### src/rtl/id_ex_stage_pkg.sv
// Shared decode-bundle types for the ID/EX boundary: opcodes, the EX/MEM/WB control
// bundles, the ID/EX payload struct and their NOP constants.
package id_ex_stage_pkg;

  localparam int XLEN_DEF = 32;

  typedef enum logic [6:0] {
    OP_R     = 7'b0110011,
    OP_I     = 7'b0010011,
    OP_LOAD  = 7'b0000011,
    OP_S     = 7'b0100011,
    OP_SB    = 7'b1100011,
    OP_LUI   = 7'b0110111,
    OP_AUIPC = 7'b0010111,
    OP_JAL   = 7'b1101111,
    OP_JALR  = 7'b1100111
  } opcode_t;

  typedef enum logic [1:0] {
    MEM_NONE  = 2'd0,
    MEM_READ  = 2'd1,
    MEM_WRITE = 2'd2
  } mem_rw_t;

  typedef struct packed {
    logic [3:0] alu_op;
    logic       alu_src;
    logic       branch;
    logic       jump;
  } ex_control_t;

  typedef struct packed {
    mem_rw_t    MemRW;
    logic [2:0] size;
    logic       unsigned_ld;
  } mem_control_t;

  typedef struct packed {
    logic       reg_write;
    logic [1:0] wb_sel;
  } wb_control_t;

  typedef struct packed {
    ex_control_t         ex;
    mem_control_t        mem;
    wb_control_t         wb;
    logic [XLEN_DEF-1:0] pc;
    logic [XLEN_DEF-1:0] rs1_data;
    logic [XLEN_DEF-1:0] rs2_data;
    logic [XLEN_DEF-1:0] imm;
    logic [4:0]          rs1;
    logic [4:0]          rs2;
    logic [4:0]          rd;
  } id_ex_t;

  localparam ex_control_t  NOP_EX_CTRL  = '0;
  localparam mem_control_t NOP_MEM_CTRL = '{MemRW: MEM_NONE, size: 3'd0, unsigned_ld: 1'b0};
  localparam wb_control_t  NOP_WB_CTRL  = '0;
  localparam id_ex_t       NOP_ID_EX    = '0;

  // LUI, AUIPC and JAL carry no rs1 field; only R, S and SB read rs2.
  function automatic logic uses_rs1(input opcode_t op);
    return !(op == OP_LUI || op == OP_AUIPC || op == OP_JAL);
  endfunction

  function automatic logic uses_rs2(input opcode_t op);
    return (op == OP_R || op == OP_S || op == OP_SB);
  endfunction

endpackage

### src/rtl/id_ex_stage_hazard_detect.sv
// Load-use hazard detector: flags an ID instruction that reads the rd of a load
// currently sitting in EX.
module hazard_detect
  import id_ex_stage_pkg::*;
(
  input  opcode_t    opcode_id,
  input  logic [4:0] rs1_id,
  input  logic [4:0] rs2_id,
  input  logic       valid_id,
  input  logic [4:0] rd_ex,
  input  mem_rw_t    mem_rw_ex,
  input  logic       valid_ex,
  output logic       load_use
);

  logic load_in_ex;
  logic rs1_hit;
  logic rs2_hit;

  assign load_in_ex = valid_ex && (mem_rw_ex == MEM_READ) && (rd_ex != 5'd0);
  assign rs1_hit    = uses_rs1(opcode_id) && (rs1_id == rd_ex);
  assign rs2_hit    = uses_rs2(opcode_id) && (rs2_id == rd_ex);
  assign load_use   = load_in_ex && valid_id && (rs1_hit || rs2_hit);

endmodule

### src/rtl/id_ex_stage.sv
// ID/EX pipeline register: captures decode results, inserts bubbles on redirect or
// load-use, raises the fetch stall and counts load-use bubbles.
module id_ex_stage
  import id_ex_stage_pkg::*;
#(
  parameter int XLEN  = XLEN_DEF,
  parameter int CNT_W = 32
) (
  input  logic             clk,
  input  logic             rst,
  input  opcode_t          opcode_id,
  input  logic [4:0]       rs1_id,
  input  logic [4:0]       rs2_id,
  input  logic [4:0]       rd_id,
  input  logic [XLEN-1:0]  pc_id,
  input  logic [XLEN-1:0]  rs1_data_id,
  input  logic [XLEN-1:0]  rs2_data_id,
  input  logic [XLEN-1:0]  imm_id,
  input  logic             valid_id,
  input  ex_control_t      ex_ctrl_id,
  input  mem_control_t     mem_ctrl_id,
  input  wb_control_t      wb_ctrl_id,
  input  logic             redirect_ex,
  input  logic             hold,
  output logic             stall_fetch,
  output id_ex_t           ex_q,
  output logic             valid_ex,
  output logic [CNT_W-1:0] load_use_cnt
);

  id_ex_t           ex_q_reg, ex_q_next;
  logic             valid_ex_reg, valid_ex_next;
  logic [CNT_W-1:0] cnt_reg;
  logic             load_use;
  logic             bubble;

  hazard_detect u_hazard_detect (
    .opcode_id (opcode_id),
    .rs1_id    (rs1_id),
    .rs2_id    (rs2_id),
    .valid_id  (valid_id),
    .rd_ex     (ex_q_reg.rd),
    .mem_rw_ex (ex_q_reg.mem.MemRW),
    .valid_ex  (valid_ex_reg),
    .load_use  (load_use)
  );

  // A redirect squashes the ID instruction anyway, so it must not also freeze fetch.
  assign bubble      = redirect_ex || load_use;
  assign stall_fetch = load_use && !hold && !redirect_ex;

  always_comb begin
    ex_q_next     = ex_q_reg;
    valid_ex_next = 1'b0;
    if (bubble) begin
      // Data fields stay stale; rd is cleared so the bubble cannot match a hazard or forward.
      ex_q_next.ex  = NOP_EX_CTRL;
      ex_q_next.mem = NOP_MEM_CTRL;
      ex_q_next.wb  = NOP_WB_CTRL;
      ex_q_next.rd  = 5'd0;
    end else begin
      ex_q_next.pc       = pc_id;
      ex_q_next.rs1_data = rs1_data_id;
      ex_q_next.rs2_data = rs2_data_id;
      ex_q_next.imm      = imm_id;
      ex_q_next.rs1      = rs1_id;
      ex_q_next.rs2      = rs2_id;
      valid_ex_next      = valid_id;
      if (valid_id) begin
        ex_q_next.ex  = ex_ctrl_id;
        ex_q_next.mem = mem_ctrl_id;
        ex_q_next.wb  = wb_ctrl_id;
        ex_q_next.rd  = rd_id;
      end else begin
        ex_q_next.ex  = NOP_EX_CTRL;
        ex_q_next.mem = NOP_MEM_CTRL;
        ex_q_next.wb  = NOP_WB_CTRL;
        ex_q_next.rd  = 5'd0;
      end
    end
  end

  always_ff @(posedge clk) begin
    if (rst) begin
      ex_q_reg     <= NOP_ID_EX;
      valid_ex_reg <= 1'b0;
      cnt_reg      <= '0;
    end else if (!hold) begin
      ex_q_reg     <= ex_q_next;
      valid_ex_reg <= valid_ex_next;
      if (load_use && !redirect_ex) begin
        cnt_reg <= cnt_reg + CNT_W'(1);
      end
    end
  end

  assign ex_q         = ex_q_reg;
  assign valid_ex     = valid_ex_reg;
  assign load_use_cnt = cnt_reg;

endmodule

### config.mk
export PLATFORM = sky130hd
export DESIGN_NAME = id_ex_stage
export DESIGN_NICKNAME = d
export VERILOG_FILES = /design/src/rtl/id_ex_stage_pkg.sv /design/src/rtl/id_ex_stage_hazard_detect.sv /design/src/rtl/id_ex_stage.sv
export SDC_FILE = /design/constraint.sdc
export NUM_CORES = 1
export LEC_CHECK = 0
export ABC_CLOCK_PERIOD_IN_PS = 2000
export CAP_MARGIN = 40
export CORE_MARGIN = 1
export CORE_UTILIZATION = 37
export DETAILED_ROUTE_END_ITERATION = 10
export HOLD_SLACK_MARGIN = 0.06
export PLACE_DENSITY = 0.83
export SLEW_MARGIN = 40
export SYNTH_ARGS = -nofsm -noshare
export SYNTH_HDL_FRONTEND = slang
export SYNTH_SLANG_ARGS = --single-unit
### constraint.sdc
create_clock -name clk -period 2 [get_ports clk]
set_input_delay 0.2 -clock clk [delete_from_list [all_inputs] [get_ports clk]]
set_output_delay 0.2 -clock clk [all_outputs]
set_load 0.02 [all_outputs]
Yosys cells after proc, flatten, opt, wreduce, memory -nomap -nowiden
Index checks and enable logic that the tools add are counted.
- flip-flop bits (word level): 192
- input port bits: 171
- equality and inequality tests: 9
- bitwise logic cells: 2
- add/subtract/negate cells: 1
- reduce and logical (&&, ||, !) cells: 21
- mux-type cells: 5
- operators by type and width (operator ; count):
    adder 32 x 1 -> 32 bit, second input constant ; 1
    two-way mux 16 bit ; 2
    equality test 7 x 6 -> 1 bit, second input constant ; 3
    equality test 7 bit, second input constant ; 2
    equality test 5 bit ; 2
    two-way mux 5 bit ; 2
    logical AND 1 bit ; 9
    equality test 7 x 5 -> 1 bit, second input constant ; 1
    logical OR 1 bit ; 6
    nonzero test 5 bit ; 1
    AND reduction 2 bit ; 2
    logical NOT 1 bit ; 3
    equality test 2 x 1 -> 1 bit, second input constant ; 1
    inverter 1 bit ; 2
    two-way mux 1 bit ; 1

Depth between registers and ports, before layout
- word-level depth: 10
- mapped depth: 9

Hierarchy
Synthesis repeated with hierarchy kept, for this count alone.
- cell total of the unflattened synthesis: 876
- area, all modules: 7128.1 um^2
- by module, submodules not included (module ; times used ; area each (um^2) ; seq. area each (um^2) ; cells an instance):
    id_ex_stage ; 1 ; 6947.9 ; 3843.7 ; 852
    hazard_detect ; 1 ; 180.2 ; 0.0 ; 24

Worst setup path before layout
No wires, ideal clock.
- kind: register to register
- start point: reg cnt_reg[3], in the netlist load_use_cnt[3]
- end point: reg cnt_reg[31], in the netlist load_use_cnt[31]
- arrival: 2.157 ns
- clock period less this slack: 2.278 ns
- setup slack: -0.278 ns
- cell stages (with the launch flop): 7
- path buffers: 0
- data required time: 1.879 ns
- path through: dfxtp_1 > and4_4 > nand3_4 > or3_4 > a211oi_1 > nor3b_1 > mux2_2
- longest elaborated chain between the ends: 1
- ends and longest elaborated chain (item ; line ; source):
    start: declaration ; id_ex_stage.sv:33 ; logic [CNT_W-1:0] cnt_reg;
    start signal: assignment ; id_ex_stage.sv:92 ; cnt_reg <= cnt_reg + CNT_W'(1);
    adder 32 x 1 -> 32 bit ; id_ex_stage.sv:92 ;
No other way between the ends.
A chain may end at the register's enable or synchronous reset.

Worst setup path after layout
- start point: reg ex_q_reg, in the netlist ex_q[0]
- end point: reg ex_q_reg, in the netlist ex_q[49]
- longest elaborated chain between the ends: 7
- ends and longest elaborated chain (item ; line ; source):
    start: declaration ; id_ex_stage.sv:31 ; id_ex_t ex_q_reg, ex_q_next;
    start signal: assignment ; id_ex_stage.sv:89 ; ex_q_reg <= ex_q_next;
    equality test 5 bit (tied with other cells) ; id_ex_stage_hazard_detect.sv:21 ; assign rs1_hit = uses_rs1(opcode_id) && (rs1_id == rd_ex);
    logical AND 1 bit (on tied branches) ; id_ex_stage_hazard_detect.sv:21, id_ex_stage_hazard_detect.sv:20, id_ex_stage_hazard_detect.sv:22 ;
    logical OR 1 bit / logical AND 1 bit (equally long branches) ; id_ex_stage_hazard_detect.sv:23 ; assign load_use = load_in_ex && valid_id && (rs1_hit || rs2_hit);
    logical AND 1 bit * ; id_ex_stage_hazard_detect.sv:23 ;
    logical OR 1 bit * ; id_ex_stage.sv:49 ; assign bubble = redirect_ex || load_use;
    inverter 1 bit (no line) * ; - ;
    AND reduction 2 bit (no line) * ; - ;
Mark *: on every way between the ends. The rest lies on a longest branch, timed or not.

==> out/results.txt <==
Counting I/O delays and the setup requirement, the final critical path takes 2.15 ns. In the layout the commonest cells are sky130_fd_sc_hd__clkdlybuf4s50_1, sky130_fd_sc_hd__nand2_1, sky130_fd_sc_hd__dfxtp_1. The critical path goes through xor2_1, nor3_2, nand4_1, buf_6, and3_4, buf_12, buf_4, buf_8, nand2_1, a21oi_1. The core region is 19600 sq um. Clock-pin slew was measured on the worst setup and hold paths at 0.08 ns.

The clock skew after layout is 0.0145 ns. Of all nets on the critical path, the largest fanout is 10. Detailed routing inserted a total of 8190 vias.

The clock sink count was 192. The count of yosys warnings during synthesis is 0, and the number of violations of the max-capacitance limit is 0. Entering global routing, the biggest net connects 66 pins. Average footprint of a synthesized cell: 8.35 sq um. The met1 capacity usage during global routing was 24.9%; the largest stage delay on the critical path was 0.39 ns. The mapped cell area is 7440 sq um.

The global placement routability congestion was 0.857; the total of endpoints with negative setup slack in the final report was 149. Number of enable-type register cells in the synthesized netlist: 0. The first detailed-routing pass took 5 iterations. The logs give 20700 sq um for the area enclosed by the die boundary and 2.30 ns for the required time of the critical path.

The number of antenna violations at the first check in global routing is 1, and the floorplan row count is 51. VDD sags by at most 0.576 mV. After legalization and detailed placement, the total HPWL measured 18400 um.

The routed design has 29500 um of wire. The number of max-slew violations in the final report is 0. The most utilized layer in the global route result is met2. The first-pass GRT wire length was 38100 um. The worst setup path is launched from a flop. The proportion of netlist area held by the largest area contributor was 51.7%. The run finished, with violations left.

Measured along the y axis, the die boundary spans 144 um. Timing analysis after detailed placement gives a worst setup slack of -0.451 ns. The synthesized netlist contains 37 unique library cells.

The library cell used most frequently in the layout, excluding fill and tap cells, is sky130_fd_sc_hd__clkdlybuf4s50_1. Setup repair after global routing could not meet its margin everywhere. The residual antenna-violating net count after detailed routing is 0, and the final routed DRC violation total is 0. The critical path is of the flop to flop type. Counting flops with an async set or reset pin after synthesis yields a share of 0%.

The synthesized design spends more area on one cell type than any other, namely sky130_fd_sc_hd__dfxtp_1. The area overhead of the layout relative to synthesis is 81.9%, and the violation count after the first detailed-routing iteration is 352. STA classifies the critical path endpoint as a flop. Across every metal layer, demand over resource in global routing totals 23.9%. The number of buffers and inverters on the critical path is 4. The x dimension of the die was 144 um; the total power was 8770 uW. The run gives 0.00473 uW as the leakage dissipation.

The most used flip-flop cell after synthesis is sky130_fd_sc_hd__dfxtp_1. For the final net count, the log shows 1483. TritonCTS built the clock tree.

In this run the deepest clock path goes through 2 buffers. The cell sitting at the root of the clock tree is a sky130_fd_sc_hd__clkbuf_16. The number of flip-flops under the largest register name came out at 159. For the fmax, the log shows 0.466 GHz. Once the floorplan was initialized, standard cells occupied 38.0% of the core. After detailed routing, the average wire length per cell comes to 18.6 um.

For this design, the slowest cell found on the critical path is sky130_fd_sc_hd__dfxtp_4. Sorting the synthesized cells by area gives the leading types as sky130_fd_sc_hd__dfxtp_1, sky130_fd_sc_hd__nand2_1, sky130_fd_sc_hd__a21oi_1. The number of global-route vias before repair was 7487. In this run the count of I/O pins placed on the die edge is 364. Counting the buffers created by CTS gives 17. For the synthesized net count, the log shows 1063. In this design, the largest share of critical-path delay is due to simple AND/OR/NAND/NOR gates. Dividing total power by cell area gives a power density of 648 nW/um^2. The tools report the cell count after synthesis as 891. For this run the aggregate overflow at the end of global routing stands at 0. Summing the sequential cell areas from Yosys gives 51.7% of the chip area. The arrival time of the worst setup path is 2.45 ns, and the H-tree depth is 4. The cts-stage hold buffer count came out at 0. The share of layout cells above drive strength 1 is 18.1%, and the global-route track usage on met3 is 7.30%.

During placement, the flow inserted port buffers numbering 363. Worst hold-check path type: primary input to flop. At the pin with the least slew margin, the transition time is 0.412 ns.

The post-synthesis sequential element count came out at 192. The final reports fail on negative setup slack. Using the TritonRoute via totals, the vias-per-cell ratio works out to 5.15.

After layout, the worst path uses 107% of the clock period. Setup slack of the critical path after layout: -0.146 ns. Clock latency on the worst-skew pair, taken at its later pin, is 0.43 ns. Measured against its own limit, the worst slew margin works out to 72.4%. The final hold violation count is 0. For the met2 track demand over resource, the log shows 44.4%.
[cells in the mapped netlist (2+ instances only)]
cell / n
sky130_fd_sc_hd__nand2_1: 288
sky130_fd_sc_hd__a32oi_1: 21
sky130_fd_sc_hd__clkbuf_1: 36
sky130_fd_sc_hd__a21oi_1: 143
sky130_fd_sc_hd__buf_2: 28
sky130_fd_sc_hd__nor3_1: 2
sky130_fd_sc_hd__nor2_1: 59
sky130_fd_sc_hd__nand3_1: 13
sky130_fd_sc_hd__nand4_1: 7
sky130_fd_sc_hd__nor3b_1: 2
sky130_fd_sc_hd__a211oi_1: 8
sky130_fd_sc_hd__and3_1: 2
sky130_fd_sc_hd__xor2_1: 10
sky130_fd_sc_hd__inv_1: 9
sky130_fd_sc_hd__and4_1: 3
sky130_fd_sc_hd__a2111oi_4: 3
sky130_fd_sc_hd__xnor2_1: 30
sky130_fd_sc_hd__dfxtp_1: 192
sky130_fd_sc_hd__a2111oi_2: 17
[cells by family (layout without fill, tap and decap cells)]
group                      after synthesis  count (layout)  share of synthesized area, %
DFF                                    192             192                          51.7
other                                    0               2                             0
xor gates and xnor gates                40              40                          4.71
and+or+nand+nor                        388             389                          21.2
buffers and inverters                   75             505                          4.36
adders and majority gates                1               1                         0.168
AOI/OAI and AO/OA                      193             193                          17.6
muxes                                    2               2                         0.286
[path summary, 6_finish.rpt]
| check | slack, ns | from | to | cells after the start |
|---|---|---|---|---|
| worst max-delay path | -0.15 | ex_q[0]$_SDFFE_PP0N_ | ex_q[49]$_SDFFE_PP0P_ | 10 |
| worst min-delay path | 0.13 | rst | ex_q[155]$_SDFFE_PP0N_ | 2 |
| worst max register to register | -0.15 | ex_q[0]$_SDFFE_PP0N_ | ex_q[49]$_SDFFE_PP0P_ | 10 |
| worst min register to register | 0.45 | ex_q[96]$_SDFFE_PP0P_ | ex_q[96]$_SDFFE_PP0P_ | 2 |
[what timing repair did]
item,in CTS,in global routing
resized for setup,26,98
gates cloned,2,14
pin swaps,5,46
endpoints found under the setup margin,165,173
buffers inserted,3,21
[stage by stage]
step | hold WS [ns] | cells | TNS, ns | cell area [sq um] | utilization (%)
floorplan | 0.336 | 891 | 0 | 7470 | -
global placement | 0.441 | 1519 | -51.44 | 11800 | 60.2
detailed placement | 0.446 | 1519 | -69.05 | 11800 | 60.2
CTS | 0.135 | 1554 | -0.155 | 12600 | 64.1
global route | 0.143 | 1588 | -19.20 | 13500 | 69.0
finish | 0.128 | 1589 | -7.48 | 13500 | 69.0
[report_power, final]
| group | internal [uW] | switching, uW | total [uW] |
|---|---|---|---|
| Clock | 1640 | 1630 | 3260 |
| Sequential | 3950 | 77.1 | 4030 |
| Combinational | 795 | 685 | 1480 |
| Total | 6380 | 2390 | 8770 |
[layer usage]
metal	share of wire (%)	vias to the layer above
li1	-	3829
met1	37	3889
met2	52	409
met3	8.1	63
met4	3.0	0
met5	0	-
[layout make-up]
class	instances	area, sq um
Fill cell	1448	6060
Inverter	9	33.8
Clock buffer	17	425
Tap cell	265	332
Multi-Input combinational cell	625	3800
Clock inverter	13	120
Sequential cell	192	3870
Antenna cell	2	5.00
Timing Repair Buffer	466	4940
No activity file was read; power rests on OpenSTA's default activity.
